### config.mk
export PLATFORM = sky130hd
export DESIGN_NAME = gmii_tx_arbiter
export DESIGN_NICKNAME = d
export VERILOG_FILES = /design/src/rtl/gmii_tx_arbiter.sv
export SDC_FILE = /design/constraint.sdc
export NUM_CORES = 1
export LEC_CHECK = 0
export CORE_ASPECT_RATIO = 1.75
export CORE_MARGIN = 8
export CORE_UTILIZATION = 30
export CTS_BUF_LIST = sky130_fd_sc_hd__clkbuf_8
export DETAILED_ROUTE_END_ITERATION = 8
export PLACE_DENSITY_LB_ADDON = 0.08
export RECOVER_POWER = 25
export SLEW_MARGIN = 25
export SYNTH_ARGS = -nofsm -noshare
export SYNTH_HDL_FRONTEND = slang
export SYNTH_SLANG_ARGS = --single-unit
### constraint.sdc
create_clock -name rx_clk -period 4.21 [get_ports rx_clk]
set_clock_uncertainty 0.15 [all_clocks]
set_input_delay 1.263 -clock rx_clk [delete_from_list [all_inputs] [get_ports rx_clk]]
set_output_delay 1.263 -clock rx_clk [all_outputs]
set_load 0.01 [all_outputs]
### src/rtl/gmii_tx_arbiter.sv
// rtl/gmii_tx_arbiter.sv - round-robin N-requester packet arbiter framing bytes onto GMII
// Optional FCS generation is enabled by defining GMII_TX_ARBITER_CRC_EN.
module gmii_tx_arbiter #(
    parameter int N          = 2,
    parameter int IFG_CYCLES = 12
) (
    input  logic           rx_clk,
    input  logic           reset,
    input  logic [N-1:0]   p_srdy,
    input  logic [8*N-1:0] p_data,
    input  logic [N-1:0]   p_eop,
    output logic [N-1:0]   p_drdy,
    output logic [7:0]     rxd,
    output logic           rx_dv,
    output logic           rx_er,
    output logic [N-1:0]   grant,
    output logic           pkt_done
);
    localparam int         OW       = $clog2(N);
    localparam logic [7:0] IFG_LAST = 8'(IFG_CYCLES - 1);

    typedef enum logic [2:0] {
        S_IDLE,
        S_PRE,
        S_SFD,
        S_DATA,
`ifdef GMII_TX_ARBITER_CRC_EN
        S_FCS,
`endif
        S_IFG
    } state_t;

    state_t        state_q;
    logic [OW-1:0] owner_q;
    logic [OW-1:0] ptr_q;
    logic [7:0]    cnt_q;

    logic          pick_valid_d;
    logic [OW-1:0] pick_idx_d;
    logic [N-1:0]  owner_oh;
    logic          own_srdy;
    logic          own_eop;
    logic [7:0]    own_data;

`ifdef GMII_TX_ARBITER_CRC_EN
    logic [31:0] crc_q;

    function automatic logic [31:0] crc32_byte(input logic [31:0] c, input logic [7:0] d);
        logic [31:0] r;
        r = c ^ {24'h000000, d};
        for (int b = 0; b < 8; b++) begin
            r = r[0] ? ((r >> 1) ^ 32'hEDB88320) : (r >> 1);
        end
        return r;
    endfunction
`endif

    // Round-robin search from ptr_q+1; the smallest distance k is assigned last and wins.
    always_comb begin
        pick_valid_d = 1'b0;
        pick_idx_d   = '0;
        for (int k = N; k >= 1; k--) begin
            for (int i = 0; i < N; i++) begin
                if ((i == ((int'(ptr_q) + k) % N)) && p_srdy[i]) begin
                    pick_valid_d = 1'b1;
                    pick_idx_d   = OW'(i);
                end
            end
        end
    end

    always_comb begin
        own_srdy = 1'b0;
        own_eop  = 1'b0;
        own_data = 8'h00;
        for (int i = 0; i < N; i++) begin
            if (owner_q == OW'(i)) begin
                own_srdy = p_srdy[i];
                own_eop  = p_eop[i];
                own_data = p_data[8*i +: 8];
            end
        end
    end

    assign owner_oh = {{(N-1){1'b0}}, 1'b1} << owner_q;
    assign grant    = ((state_q != S_IDLE) && (state_q != S_IFG)) ? owner_oh : '0;
    // Gated by reset so a frame abandoned by reset never consumes another byte.
    assign p_drdy   = ((state_q == S_DATA) && !reset) ? owner_oh : '0;

    always_ff @(posedge rx_clk) begin
        if (reset) begin
            state_q  <= S_IDLE;
            owner_q  <= '0;
            ptr_q    <= OW'(N - 1);
            cnt_q    <= 8'h00;
            rxd      <= 8'h00;
            rx_dv    <= 1'b0;
            rx_er    <= 1'b0;
            pkt_done <= 1'b0;
`ifdef GMII_TX_ARBITER_CRC_EN
            crc_q    <= 32'hFFFFFFFF;
`endif
        end else begin
            rxd      <= 8'h00;
            rx_dv    <= 1'b0;
            rx_er    <= 1'b0;
            pkt_done <= 1'b0;
            case (state_q)
                S_IDLE: begin
                    if (pick_valid_d) begin
                        owner_q <= pick_idx_d;
                        ptr_q   <= pick_idx_d;
                        cnt_q   <= 8'h00;
                        state_q <= S_PRE;
                    end
                end
                S_PRE: begin
                    rxd   <= 8'h55;
                    rx_dv <= 1'b1;
                    if (cnt_q == 8'd6) begin
                        cnt_q   <= 8'h00;
                        state_q <= S_SFD;
                    end else begin
                        cnt_q <= cnt_q + 8'd1;
                    end
                end
                S_SFD: begin
                    rxd     <= 8'hD5;
                    rx_dv   <= 1'b1;
`ifdef GMII_TX_ARBITER_CRC_EN
                    crc_q   <= 32'hFFFFFFFF;
`endif
                    state_q <= S_DATA;
                end
                S_DATA: begin
                    rx_dv <= 1'b1;
                    if (own_srdy) begin
                        rxd <= own_data;
`ifdef GMII_TX_ARBITER_CRC_EN
                        crc_q <= crc32_byte(crc_q, own_data);
                        if (own_eop) begin
                            cnt_q   <= 8'h00;
                            state_q <= S_FCS;
                        end
`else
                        if (own_eop) begin
                            pkt_done <= 1'b1;
                            cnt_q    <= 8'h00;
                            state_q  <= S_IFG;
                        end
`endif
                    end else begin
                        rx_er <= 1'b1;
                    end
                end
`ifdef GMII_TX_ARBITER_CRC_EN
                S_FCS: begin
                    // Shift the register down so the next FCS byte is always in bits [7:0].
                    rxd   <= ~crc_q[7:0];
                    rx_dv <= 1'b1;
                    crc_q <= {8'h00, crc_q[31:8]};
                    if (cnt_q == 8'd3) begin
                        pkt_done <= 1'b1;
                        cnt_q    <= 8'h00;
                        state_q  <= S_IFG;
                    end else begin
                        cnt_q <= cnt_q + 8'd1;
                    end
                end
`endif
                S_IFG: begin
                    // The last gap cycle doubles as the arbitration cycle so the wire gap is exactly IFG_CYCLES.
                    if (cnt_q == IFG_LAST) begin
                        cnt_q <= 8'h00;
                        if (pick_valid_d) begin
                            owner_q <= pick_idx_d;
                            ptr_q   <= pick_idx_d;
                            state_q <= S_PRE;
                        end else begin
                            state_q <= S_IDLE;
                        end
                    end else begin
                        cnt_q <= cnt_q + 8'd1;
                    end
                end
                default: state_q <= S_IDLE;
            endcase
        end
    end
endmodule

==> summary.md <==
| Metric | Value |
|---|---|
| Status | finished clean |
| Die Wd | 64.58 um |
| Flip-flop and latch count after synthesis | 24 |
| Master cell of the clock root buffer | sky130_fd_sc_hd__clkbuf_8 |
| Wirelength per Cell | 16.53 um |
| Total standard cell area after synthesis | 1239 um2 |
| Share of async-settable or async-resettable flops after synthesis | 0% |
| Overall power | 520.3 uW |
| Synthesized area per cell | 8.426 um2 |
| Count of endpoints failing hold in the final timing report | 0 |
| Drt pass-1 iters | 4 |
| Post-CTS Setup Inserts | 0 |
| Post-cts resize count | 0 |
| GP Congestion | between 0.7 and 0.8 |
| Layout cell share with drive strength beyond 1 | 5.525% |
| Final-report max-slew violation count | 0 |
| Post-layout utilization of the core | 42.34% |
| Number of clock sinks | 24 |
| Total congestion overflow after global routing | 0 |
| Count of boundary I/O pins | 37 |
| Nets@finish | between 200 and 250 |
| Most common flop cell mapped by yosys | sky130_fd_sc_hd__dfxtp_1 |
| Synth top area share | 38.79% |
| Register area share after synthesis | 38.79% |
| Cell types with the highest counts after synthesis | 24 x sky130_fd_sc_hd__dfxtp_1, 19 x sky130_fd_sc_hd__o21ai_0, 15 x sky130_fd_sc_hd__nor2_1 |
| Die span in y | 101.0 um |
| Site row count | 31 |
| Iter 0 DRT Violations | 40 |
| Switching power | 119.4 uW |
| Multi-input gate area in the final layout | 693.2 um2 |
| Leak Pwr | 0.5945 nW |
| Power Internal | 400.9 uW |
| EDFF count, synth | 0 |
| Total CTS buffers | 3 |
| First-pass GRT wire length | ~6.2 mm |
| Antenna-violating nets left | 0 |
| Clock network fraction of design power | a little under 40% |
| Placed wire-length estimate | 2.954 mm |
| Worst slew margin relative to its limit | 54.25% |
| Net count after synthesis | 172 |
| Post-synth cell types | 44 |
| Data required time at the worst endpoint | 2.80 ns |
| DR vias | between 1000 and 1500 |
| Portion of the clock cycle consumed by the worst path in the final layout | 96.96% |
| Total cell area at the placement stage | 1644 um2 |
| Post-Route Setup TNS | 0 ns |
| Max-cap check violation count | 0 |
| Initial Utilization | 30.71% |
| Antenna diode instance count | 0 |
| Number of placed cells counting well taps | 226 |
| Fraction of power consumed by combinational cells | 13.9% |
| Share of power burned in registers | 46.2% |
| Worst setup SP type | primary input |
| Number of global-route vias before repair | roughly 1300 |
| Later-pin clock latency in the skew report | roughly 0.27 ns |
| Synth warn | 0 |
| Remaining design rule violation count | 0 |
| H-Tree Depth | 1 |
| Final instance area | approximately 1700 um2 |
| Switching share of power | 22.94% |
| Actual slew at the worst max-slew pin | between 0.6 and 0.7 ns |
| GRT Overall Usage | around an eighth |
| Setup repair after global routing missed its margin | false |
| Leading cell types by total area after synthesis | sky130_fd_sc_hd__dfxtp_1 39%, sky130_fd_sc_hd__o21ai_0 7.7%, sky130_fd_sc_hd__mux2i_1 7.3%, sky130_fd_sc_hd__nor2_1 4.5%, sky130_fd_sc_hd__nor3_1 3.2% |
| Nature of the critical path endpoint | output port |
| Peak Freq | roughly 240 MHz |
| Peak fanout along the critical path | 3 |
| HP Class | flip-flop to flip-flop |
| Gate Count Post-Synth | 147 |
| Final critical path time including I/O delays and setup | a little over 4 ns |
| Final WL | 3.803 mm |
| Core area | 4034 um2 |
| Die Footprint | 6522 um2 |
| Most frequent cell after synthesis | sky130_fd_sc_hd__dfxtp_1 |
| Register cell area after layout | 480.5 um2 |
| Count of buffers from port buffering | 36 |
| CTS tree | done |
| Largest net degree at the start of global routing | 16 |
| Clock-pin slew on the worst setup and hold paths | 0.09 ns |
| Final instance count without filler cells | 230 |
| Maximum vdd drop | 201.0 uV |
| DR vias/cell | 5.409 |
| Clk buf depth | 2 |
| Cell area power density | 304.7 nW/um2 |
| Setup-failing EPs final | 0 |
| Count of filler cells inserted in the layout | 453 |
| Data arrival time of the critical path | 2.67 ns |
| Leading area contributor after synthesis | sky130_fd_sc_hd__dfxtp_1 |
| Type of the worst setup path | primary input to output port |
| Layout-stage area growth over the synthesis result | 37.88% |
| CTS hold repair buffers | 0 |
| Initial antenna violation count | 0 |
## state kept, by name, summed over array words and instances (netlist names)
| register | count |
|---|---|
| cnt_q | 8 |
| state_q | 3 |
| ptr_q | 1 |
| rxd | 8 |
| rx_dv | 1 |
| pkt_done | 1 |
| rx_er | 1 |
| owner_q | 1 |
## worst max-delay path: stages
cell,delay [ns]
sky130_fd_sc_hd__clkdlybuf4s50_1,0.42
sky130_fd_sc_hd__nor2_1,0.14
sky130_fd_sc_hd__nand3_1,0.16
sky130_fd_sc_hd__nor2_1,0.13
sky130_fd_sc_hd__clkdlybuf4s50_1,0.55
## metal layers
layer	vias up	share of wire (%)	track usage (%)
met5	-	0	0
met4	0	1.7	5.068
met3	5	5.2	2.673
met2	31	56	23.54
met1	606	37	11.28
li1	602	-	-
## path summary, 6_finish.rpt
check / start / to / slack [ns] / cells past startpoint
max: reset / p_drdy[0] / 0.13 / 5
min: cnt_q[7]$_SDFFE_PP0P_ / cnt_q[7]$_SDFFE_PP0P_ / 0.36 / 1
max reg2reg: cnt_q[4]$_SDFFE_PP0P_ / state_q[0]$_SDFFE_PP0P_ / 2.05 / 4
min reg2reg: cnt_q[7]$_SDFFE_PP0P_ / cnt_q[7]$_SDFFE_PP0P_ / 0.36 / 1
## metrics by stage
stage | setup WS [ns] | hold slack (ns)
3_5_place_dp | 0.1006 | 0.3387
2_1_floorplan | 1.044 | 0.2936
4_1_cts | 0.1001 | 0.3544
5_1_grt | 0.006177 | 0.3863
6_report | 0.1281 | 0.3559
3_3_place_gp | 0.1033 | 0.3167
## cells in the final DEF, fill, tap and decap left out, types with 7 or more instances in the layout
| cell | count |
|---|---|
| sky130_fd_sc_hd__nor3_1 | 8 |
| sky130_fd_sc_hd__clkdlybuf4s50_1 | 33 |
| sky130_fd_sc_hd__mux2i_1 | 9 |
| sky130_fd_sc_hd__o21ai_0 | 19 |
| sky130_fd_sc_hd__dfxtp_1 | 24 |
| sky130_fd_sc_hd__nor2_1 | 15 |
| sky130_fd_sc_hd__nand2_1 | 8 |
| sky130_fd_sc_hd__a21oi_1 | 7 |
## power by group through the flow
stage / Clock [mW] / Combinational [mW] / Sequential [mW]
2_1_floorplan: 0 / 0.0367 / 0.243
3_3_place_gp: 0 / 0.0722 / 0.246
3_5_place_dp: 0 / 0.0738 / 0.246
4_1_cts: 0.213 / 0.0741 / 0.241
5_1_grt: 0.222 / 0.0796 / 0.242
6_report: 0.207 / 0.0724 / 0.241
## area by class of cell
cell class                 instances  area share, %
multi-input combinational        109          40.59
sequential                        24          28.13
timing repair buffer              41          22.86
tap                               49          3.590
clock buffer                       3          2.418
clock inverter                     1          1.758
inverter                           3         0.6593
## logic make-up after synthesis
family	synth area share [%]
xor gates and xnor gates	2.122
DFF	38.79
and+or+nand+nor	20.91
muxes	7.273
buffers and inverters	5.252
adders and majority gates	3.031
AOI/OAI and AO/OA	22.63
(Power assumes the default switching activity.)
